===== config.mk =====
export PLATFORM = sky130hd
export DESIGN_NAME = mlp_sample_sequencer
export DESIGN_NICKNAME = d
export VERILOG_FILES = /design/src/rtl/mlp_sample_sequencer.sv
export SDC_FILE = /design/constraint.sdc
export NUM_CORES = 1
export LEC_CHECK = 0
export BUFFER_PORTS_ARGS = -buffer_cell sky130_fd_sc_hd__buf_4
export CAP_MARGIN = 30
export CORE_MARGIN = 3
export CORE_UTILIZATION = 47
export CTS_CLUSTER_SIZE = 30
export DETAILED_ROUTE_END_ITERATION = 8
export PLACE_DENSITY = 0.72
export SYNTH_ARGS = -nofsm -noshare
export SYNTH_HDL_FRONTEND = slang
export SYNTH_SLANG_ARGS = --single-unit
export TNS_END_PERCENT = 1

===== constraint.sdc =====
create_clock -name clk -period 1.5 [get_ports clk]
set_input_delay 0.225 -clock clk [delete_from_list [all_inputs] [get_ports clk]]
set_output_delay 0.225 -clock clk [all_outputs]
set_load 0.01 [all_outputs]

===== src/rtl/mlp_sample_sequencer.sv =====
// mlp_sample_sequencer: serial feature loader, settle timer and result register
// for the printed-MLP classifier. Define GOLDEN_CMP_EN for golden-class compare.
module mlp_sample_sequencer #(
    parameter int NUM_A         = 21,
    parameter int WIDTH_A       = 4,
    parameter int OUTWIDTH      = 2,
    parameter int SETTLE_CYCLES = 4,
    parameter int IDX_W         = 16,
    parameter int CNT_W         = 16
) (
    input  logic                       clk,
    input  logic                       rst,
    input  logic [WIDTH_A-1:0]         feat_in,
    input  logic                       feat_valid,
    output logic                       feat_ready,
    output logic [NUM_A*WIDTH_A-1:0]   mlp_inp,
    input  logic [OUTWIDTH-1:0]        mlp_out,
    output logic [OUTWIDTH-1:0]        res_class,
    output logic                       res_valid,
    input  logic                       res_ready,
    output logic [IDX_W-1:0]           res_index,
    output logic                       busy
`ifdef GOLDEN_CMP_EN
    ,
    input  logic [OUTWIDTH-1:0]        exp_class,
    output logic                       res_mismatch,
    output logic [CNT_W-1:0]           mismatch_cnt
`endif
);

    localparam int CW  = (NUM_A > 1) ? $clog2(NUM_A) : 1;
    localparam int SCW = $clog2(SETTLE_CYCLES + 1);
    localparam logic [CW-1:0]  LAST   = CW'(NUM_A - 1);
    localparam logic [SCW-1:0] SETTLE = SCW'(SETTLE_CYCLES);

    typedef enum logic [1:0] {
        LOAD,
        SETTLING,
        HOLD
    } state_t;

    state_t         state, state_n;
    logic [CW-1:0]  count;
    logic [SCW-1:0] scnt;
    logic           accept;
    logic           last;
    logic           capture;
    logic           release_res;

    always_ff @(posedge clk) begin
        if (rst) state <= LOAD;
        else     state <= state_n;
    end

    always_comb begin
        state_n     = state;
        feat_ready  = 1'b0;
        accept      = 1'b0;
        last        = 1'b0;
        capture     = 1'b0;
        release_res = 1'b0;
        unique case (state)
            LOAD: begin
                feat_ready = 1'b1;
                accept     = feat_valid;
                last       = feat_valid && (count == LAST);
                if (last) state_n = SETTLING;
            end
            SETTLING: begin
                capture = (scnt == SCW'(1));
                if (capture) state_n = HOLD;
            end
            HOLD: begin
                release_res = res_ready;
                if (res_ready) state_n = LOAD;
            end
            default: state_n = LOAD;
        endcase
    end

    assign busy = (state != LOAD);

    always_ff @(posedge clk) begin
        if (rst) begin
            count     <= '0;
            scnt      <= '0;
            mlp_inp   <= '0;
            res_class <= '0;
            res_valid <= 1'b0;
            res_index <= '0;
        end else begin
            if (accept) begin
                for (int k = 0; k < NUM_A; k++)
                    if (count == CW'(k))
                        mlp_inp[k*WIDTH_A +: WIDTH_A] <= feat_in;
                count <= last ? '0 : count + CW'(1);
            end
            if (last) scnt <= SETTLE;
            else if (state == SETTLING) scnt <= scnt - SCW'(1);
            if (capture) begin
                res_class <= mlp_out;
                res_valid <= 1'b1;
            end
            if (release_res) begin
                res_valid <= 1'b0;
                res_index <= res_index + IDX_W'(1);
            end
        end
    end

`ifdef GOLDEN_CMP_EN
    logic [OUTWIDTH-1:0] exp_q;
    logic                miss;

    assign miss = (mlp_out != exp_q);

    // counter sticks at all-ones once saturated
    always_ff @(posedge clk) begin
        if (rst) begin
            exp_q        <= '0;
            res_mismatch <= 1'b0;
            mismatch_cnt <= '0;
        end else begin
            if (last) exp_q <= exp_class;
            if (capture) begin
                res_mismatch <= miss;
                if (miss && (mismatch_cnt != '1))
                    mismatch_cnt <= mismatch_cnt + CNT_W'(1);
            end
        end
    end
`endif

endmodule


==> summary.md, run 1 <==
| Metric | Value |
|---|---|
| Outcome | finished, violations left |
| Violations in the final reports | setup timing |
| Peak supply drop | 0.000685 V |
| Headroom to the max-slew limit | 0.652 |
| Sequential cell fraction of total power | 0.439 |
| Crit path launch type | flip-flop |
| Number of max-slew violations in the final report | 0 |
| Ordered cell list for the critical path | inv_1, ha_1, nor2b_4, nand3_2, mux2i_1, nor2_1 |
| Crit Path Class | reg -> reg |
| Fraction of the mapped netlist area in compound gates | 0.0336 |
| FFs w/ async S/R, synth | 0 |
| Finished Layout Cells | 750 |
| Cell Area, Placed | 0.00568 mm² |
| Period utilization | 1.04 |
| Number of global-route vias before repair | 3879 |
| Later-pin clock latency in the skew report | 0.51 ns |
| Switching part of the total power | 0.213 |
| Antenna Nets Post-Route | 0 |
| Number of DRC markers in iteration 0 | 159 |
| Global-route wire length before repair | 19200 µm |
| NumNets Final | 633 |
| Post-Synth Adder-Cell Area | 0.0224 |
| Detailed-route wire length per cell | 15.4 µm |
| Largest fanout of any net on the critical path | 4 |
| M1 GR Usage | 0.256 |
| Core Rows | 34 |
| Count of input and output buffers | 114 |
| DR pass1 iterations | 4 |
| Weighted congestion reported at the end of routability-driven placement | 0.867 |
| Final setup violation count | 13 |
| Worst hold margin | 0.105 ns |
| Internal cell power | 5.45 mW |
| Proportion of synthesized area in mux cells | 0.177 |
| Number of antenna cells inserted | 0 |
| Overall global routing resource usage | 0.217 |
| Number of synthesized flops with an enable pin | 0 |
| Global Route met3 Usage | 0.0690 |
| Fill cell total of the finished layout | 670 |
| Total power consumption of the routed design | 6.92 mW |
| Clock tree sinks | 113 |
| Power dissipated by switching net loads | 1.47 mW |
| Maximum number of pins on one net before global-route repair | 48 |
| GRT met2 Usage | 0.377 |
| Launch instance of the worst register-to-register path | count[0] |
| Max stage delay on crit path | 0.32 ns |
| Commonest cells after routing, fill and taps aside | buf_4, nor2_1, dfxtp_1 |
| Via count | 3866 |
| Horizontal die dimension | 104 µm |
| Endpoint of the worst-slack reg-to-reg timing path | mlp_inp[3] |
| Setup repair after global routing missed its margin | yes |
| Post-synthesis xor/xnor area fraction | 0.0235 |
| Timing endpoint of the critical path | mlp_inp[3] |
| Min-delay worst type | in -> reg |
| Worst-case setup margin in the final layout | -0.0594 ns |
| Yosys warns | 0 |
| Data required, critical path | 1.88 ns |
| Clock tree from TritonCTS | built |
| FF+latch count, synth | 113 |
| Cell type of the slowest stage on the worst timing path | dfxtp_2 |
| Final std cell area, no fill | 0.00644 mm² |
| Kind of end point of the critical path | flip-flop |
| Seq/Total Area, Yosys | 0.506 |
| Proportion of power drawn by combinational gates | 0.047 |
| Prevailing post-synth register cell | dfxtp_1 |
| Area Overhead vs Synth | 44.0% |
| Post-Synthesis Mean Instance Area | 9.46 µm² |
| Leakage Power | 3.10 nW |
| Achievable clock frequency | 641 MHz |
| Global routing's busiest layer | met2 |
| Initial antenna violation count | 0 |
| Largest family of logic cells by synthesized area | simple AND/OR/NAND/NOR gates |
| Number of buffers created by CTS | 17 |
| Number of instances in the synthesized netlist | 473 |
| Area inside the core boundary | 0.00898 mm² |
| Final count of hold timing violations | 0 |
| Post-synthesis net count | 491 |
| Root Driver | clkbuf_8 |
| Minimum clock period | 1.56 ns |
| FF-to-FF setup slack | -0.06 ns |
| Y dimension of the die | 104 µm |
| Simple logic cell fraction of the synthesized area | 0.201 |
| Total wire length after detailed routing | 11600 µm |
| Worst-case reg-to-reg path depth | 6 |
| DP Wirelength | 7820 µm |
| Setup Skew | 0.00898 ns |
| H-tree depth reported by CTS | 4 |
| Post-detailed-route via-to-cell ratio | 5.15 |
| Worst setup startpoint | count[0] |
| Area enclosed by the die boundary | 0.0107 mm² |
| Distinct cell type count of the synthesized netlist | 36 |
| Maximum number of buffers from clock root to sink | 2 |
| Clock share of power | 0.514 |
| Data arrival time at the worst-slack endpoint | 1.94 ns |
| Power per cell area | 1070 mW/mm² |
| Clock transition at the registers of the reported paths | 0.05 ns |
| # placed instances | 719 |
| Maximum Capacitance Violations | 0 |
| Layout cell share with drive strength beyond 1 | 0.380 |
| Slew @ Worst Pin | 0.522 ns |
| Overall overflow remaining after global route | 0 |
| Initial Utilization | 0.498 |
| Cell Area, Synth | 0.00447 mm² |
| DRC violations left | 0 |
| Commonest non-fill, non-tap cell in the layout | buf_4 |
| Number of stages on the worst hold path | 3 |
| I/O pin total | 115 |
## sequential cells by signal, indices dropped and copies added (netlist names)
signal / cells
state: 2
scnt: 3
res_class: 2
res_index: 16
res_valid: 1
count: 5
mlp_inp: 84
## area by class of cell
cell class                 count  area, µm²  area share
sequential                   113       2280       0.354
timing repair buffer         155       1200       0.186
tap                          126        158      0.0245
inverter                      10       37.5     0.00583
clock inverter                 9       95.1      0.0148
multi-input combinational    318       2250       0.349
clock buffer                  19        422      0.0654
## cells in the mapped netlist, types with 2 or more instances
library cell | n | area share
dfxtp_1 | 113 | 0.51
nor2_1 | 103 | 0.086
mux2i_1 | 79 | 0.18
clkbuf_1 | 25 | 0.021
nand2_1 | 21 | 0.018
a21oi_1 | 19 | 0.021
nand3_1 | 19 | 0.021
inv_1 | 10 | 0.0084
nand4_1 | 10 | 0.014
xnor2_1 | 10 | 0.020
ha_1 | 8 | 0.022
nor2b_1 | 7 | 0.0098
nor3_1 | 6 | 0.0067
o21ai_0 | 6 | 0.0067
nor4_1 | 4 | 0.0056
or3_1 | 4 | 0.0056
and4_1 | 3 | 0.0059
buf_2 | 3 | 0.0034
clkbuf_2 | 3 | 0.0034
nor3b_1 | 3 | 0.0050
xor2_1 | 2 | 0.0039
## worst min-delay path by stage
stage,from,endpoint,slack [ns]
floorplan,mlp_out[0],res_class[0],0.37
global placement,mlp_inp[81],mlp_inp[81],0.45
detailed placement,mlp_inp[80],mlp_inp[80],0.45
CTS,feat_in[3],mlp_inp[83],0.09
global route,feat_in[0],mlp_inp[80],0.11
finish,feat_in[3],mlp_inp[83],0.10
## metal layers
layer / routed length [µm] / vias up
met3: 641 / 14
met5: 0 / -
li1: - / 1881
met4: 112 / 0
met2: 5870 / 105
met1: 4940 / 1866
## metrics by stage
stage	setup WS (ns)	util	TNS, ns
floorplan	-0.0457	-	-1.96
global placement	-0.127	0.633	-3.80
detailed placement	-0.242	0.633	-7.49
CTS	-0.0666	0.706	-0.560
global route	-0.136	0.718	-3.35
finish	-0.0594	0.718	-0.465
## power groups by stage
stage               Combinational (mW)  Clock (mW)  Sequential [mW]
finish                           0.325        3.55             3.04
global route                     0.346        3.77             3.04
CTS                              0.307        3.61             3.04
detailed placement               0.287           0             3.10
global placement                 0.279           0             3.10
floorplan                        0.150           0             3.11
## timing repair
item | in CTS | in global routing
resized for setup | 36 | 24
endpoints found under the hold margin | 2 | 0
endpoints found under the setup margin | 88 | 101
cloned | 0 | 0
setup buffers | 0 | 1
pin swaps | 2 | 5
hold buffers | 2 | 0
## cell families after synthesis
logic type      Yosys count
xor+xnor                 12
flops                   113
simple gates            191
mux                      79
buf+inv                  42
fa+ha+maj                 8
compound gates           28
## critical path, delay by kind of cell, from the launching register on
kind | cells | cell delay [ns]
fa+ha+maj | 1 | 0.21
mux | 1 | 0.26
simple gates | 3 | 0.53
buf+inv | 1 | 0.10
flops | 1 | 0.32
Note: power is estimated with default switching activity, not from simulation.
==> run 2: changes to the inputs <==
ABC_AREA = 1   (was unset)
CORE_UTILIZATION = 48   (was 47)
PLACE_DENSITY = 0.73   (was 0.72)
==> summary.md, run 2 <==
| Metric | Value |
|---|---|
| Final setup violation count | 0 |
| Number of global-route vias before repair | 4131 |
| Number of antenna cells inserted | 0 |
| Number of instances in the synthesized netlist | 609 |
| Seq/Total Area, Yosys | 0.498 |
| Headroom to the max-slew limit | 0.768 |
| Distinct cell type count of the synthesized netlist | 28 |
| Worst hold margin | 0.0192 ns |
| FFs w/ async S/R, synth | 0 |
| Total negative setup slack | 0 ns |
| Area inside the core boundary | 0.00898 mm² |
| Number of max-slew violations in the final report | 0 |
| Number of DRC markers in iteration 0 | 171 |
| Cell Area, Synth | 0.00455 mm² |
| Total wire length after detailed routing | 11800 µm |
| Launch instance of the worst register-to-register path | count[0] |
| Clock tree from TritonCTS | built |
| Crit Path Class | reg -> out |
| Post-synthesis net count | 627 |
| Detailed-route wire length per cell | 13.5 µm |
| Kind of end point of the critical path | primary output |
| Data arrival time at the worst-slack endpoint | 1.25 ns |
| DR pass1 iterations | 5 |
| Y dimension of the die | 103 µm |
| Via count | 4303 |
| DP Wirelength | 8010 µm |
| Maximum number of buffers from clock root to sink | 2 |
| Final count of hold timing violations | 0 |
| FF-to-FF setup slack | 0.06 ns |
| Flip-flop count of the largest register after layout | 84 |
| Final Core Density | 0.702 |
| Ordered cell list for the critical path | nor2_4, buf_4, inv_1, buf_4 |
| Prevailing post-synth register cell | dfxtp_1 |
| Most Frequent Cell on Critical Path | buf_4 |
| Total number of cells along the worst setup path | 4 |
| Registers with the most flip-flops | mlp_inp (84), res_index (16), count (5) |
| FF+latch count, synth | 113 |
| Yosys top cell area share | 0.498 |
| DRC violations left | 0 |
| Root Driver | clkbuf_8 |
| Most instantiated library cell after synthesis | nor2_1 |
| Setup Skew | 0.00982 ns |
| Leakage Power | 2.72 nW |
| I/O pin total | 115 |
| Core Rows | 34 |
| Min-delay worst type | in -> reg |
| Library cell occupying the most area in the post-synthesis netlist | dfxtp_1 |
| Outcome | finished, final reports clean |
| Achievable clock frequency | 676 MHz |
| Number of buffers created by CTS | 17 |
| Global-route wire length before repair | 18600 µm |
| Maximum Capacitance Violations | 0 |
| Post-detailed-route via-to-cell ratio | 4.93 |
| Weighted congestion reported at the end of routability-driven placement | 0.806 |
| Maximum number of pins on one net before global-route repair | 52 |
| Min-Delay Endpoint | state[1] |
| Largest fanout of any net on the critical path | 5 |
| Crit path launch type | flip-flop |
| H-tree depth reported by CTS | 4 |
| Later-pin clock latency in the skew report | 0.51 ns |
| Crit path max-delay family | flip-flops |
| Slew @ Worst Pin | 0.346 ns |
| Endpoint of the worst-slack reg-to-reg timing path | count[4] |
| Peak supply drop | 0.000906 V |
| Cell type of the slowest stage on the worst timing path | dfxtp_2 |
| Yosys warns | 0 |
| Initial antenna violation count | 0 |
| Count of input and output buffers | 114 |
| Fill cell total of the finished layout | 740 |
| Overall global routing resource usage | 0.223 |
| Data required, critical path | 1.27 ns |
| Max stage delay on crit path | 0.35 ns |
| Power per cell area | 1210 mW/mm² |
| Area enclosed by the die boundary | 0.0107 mm² |
| Top cells by area in the synthesized netlist | dfxtp_1, nor2_1, o21ai_0 |
| Area Overhead vs Synth | 38.7% |
| Period utilization | 0.986 |
| Overall overflow remaining after global route | 0 |
| Setup repair after global routing missed its margin | yes |
| Antenna Nets Post-Route | 0 |
| NumNets Final | 752 |
| Clock transition at the registers of the reported paths | 0.05 ns |
| Commonest non-fill, non-tap cell in the layout | nor2_1 |
| Initial Utilization | 0.506 |
| Layout cell share with drive strength beyond 1 | 0.263 |
| Worst-case reg-to-reg path depth | 6 |
| Number of stages on the worst hold path | 3 |
| Clock tree sinks | 113 |
| Critical path buffer and inverter count | 3 |
| Post-Synthesis Mean Instance Area | 7.46 µm² |
| Horizontal die dimension | 103 µm |
| Commonest cells in the synthesized netlist | nor2_1, dfxtp_1, o21ai_0, inv_1, nand2_1 |
| Commonest cells after routing, fill and taps aside | nor2_1, buf_4, dfxtp_1 |
| Register bank with the most flops | mlp_inp |
| Number of synthesized flops with an enable pin | 0 |
| Critical hold path startpoint | res_ready |
| Minimum clock period | 1.48 ns |
## run 2: changes by cell type after synthesis, moves of 13 or more
cell | before | now
mux2i_1 | 79 | 0
nor2_1 | 103 | 134
clkbuf_1 | 25 | 12
nand2_1 | 21 | 58
o21ai_0 | 6 | 84
a21oi_1 | 19 | 57
inv_1 | 10 | 73
## run 2: cell type report
cell class                      instances  area [µm²]  area share
Clock inverter                         10         184      0.0292
Timing Repair Buffer                  128         996       0.158
Inverter                               79         298      0.0472
Tap cell                              126         158      0.0250
Sequential cell                       113        2270       0.359
Clock buffer                           21         439      0.0697
Multi-Input combinational cell        395        1960       0.311
## run 2: logic make-up after synthesis
| logic type | share of synthesized area |
|---|---|
| xor+xnor | 0.00963 |
| flops | 0.498 |
| fa+ha+maj | 0.0220 |
| compound gates | 0.159 |
| buf+inv | 0.0864 |
| simple gates | 0.226 |
## run 2: how the worst max path moves through the flow
| stage | startpoint | to | slack (ns) |
|---|---|---|---|
| 3_5_place_dp | count[0] | scnt[0] | -0.04 |
| 4_1_cts | state[1] | mlp_inp[46] | -0.009 |
| 6_report | state[1] | busy | 0.02 |
| 5_1_grt | state[1] | mlp_inp[54] | -0.07 |
| 2_1_floorplan | count[0] | count[4] | 0.08 |
| 3_3_place_gp | count[1] | count[4] | 0.06 |
## run 2: what timing repair did
item                                    4_1_cts  5_1_grt
endpoints found under the setup margin       11       88
gates resized for setup                       2       34
buffers inserted                              1        0
pin swaps                                     1        4
hold buffers                                  1        0
endpoints found under the hold margin         1        0
## run 2: metal layers
layer | wire [µm] | track usage
met5 | 0 | 0
met1 | 5220 | 0.277
met2 | 5800 | 0.371
met3 | 551 | 0.0597
met4 | 206 | 0.0837
## run 2: worst register-to-register path: stages, from the launching register on
cell and delay, ns:
dfxtp_2 0.34, ha_1 0.20, inv_2 0.09, nor2_1 0.06
ha_1 0.26, or2_2 0.29, a21oi_1 0.13
## run 2: through the flow
step	power (mW)	std cells	cell area (µm²)	worst slack, ns
detailed placement	3.46	839	5580	-0.0379
finish	7.64	872	6300	0.0214
CTS	7.67	872	6220	-0.00941
global placement	3.45	839	5580	0.0573
global route	7.87	872	6300	-0.0673
floorplan	3.33	609	4550	0.0828
## run 2: power by group
part / total (mW) / switching [mW] / internal [mW] / leakage, nW
logic: 0.360 / 0.229 / 0.131 / 1.51
registers: 3.06 / 0.0236 / 3.04 / 0.913
clock network: 4.22 / 1.33 / 2.89 / 0.298
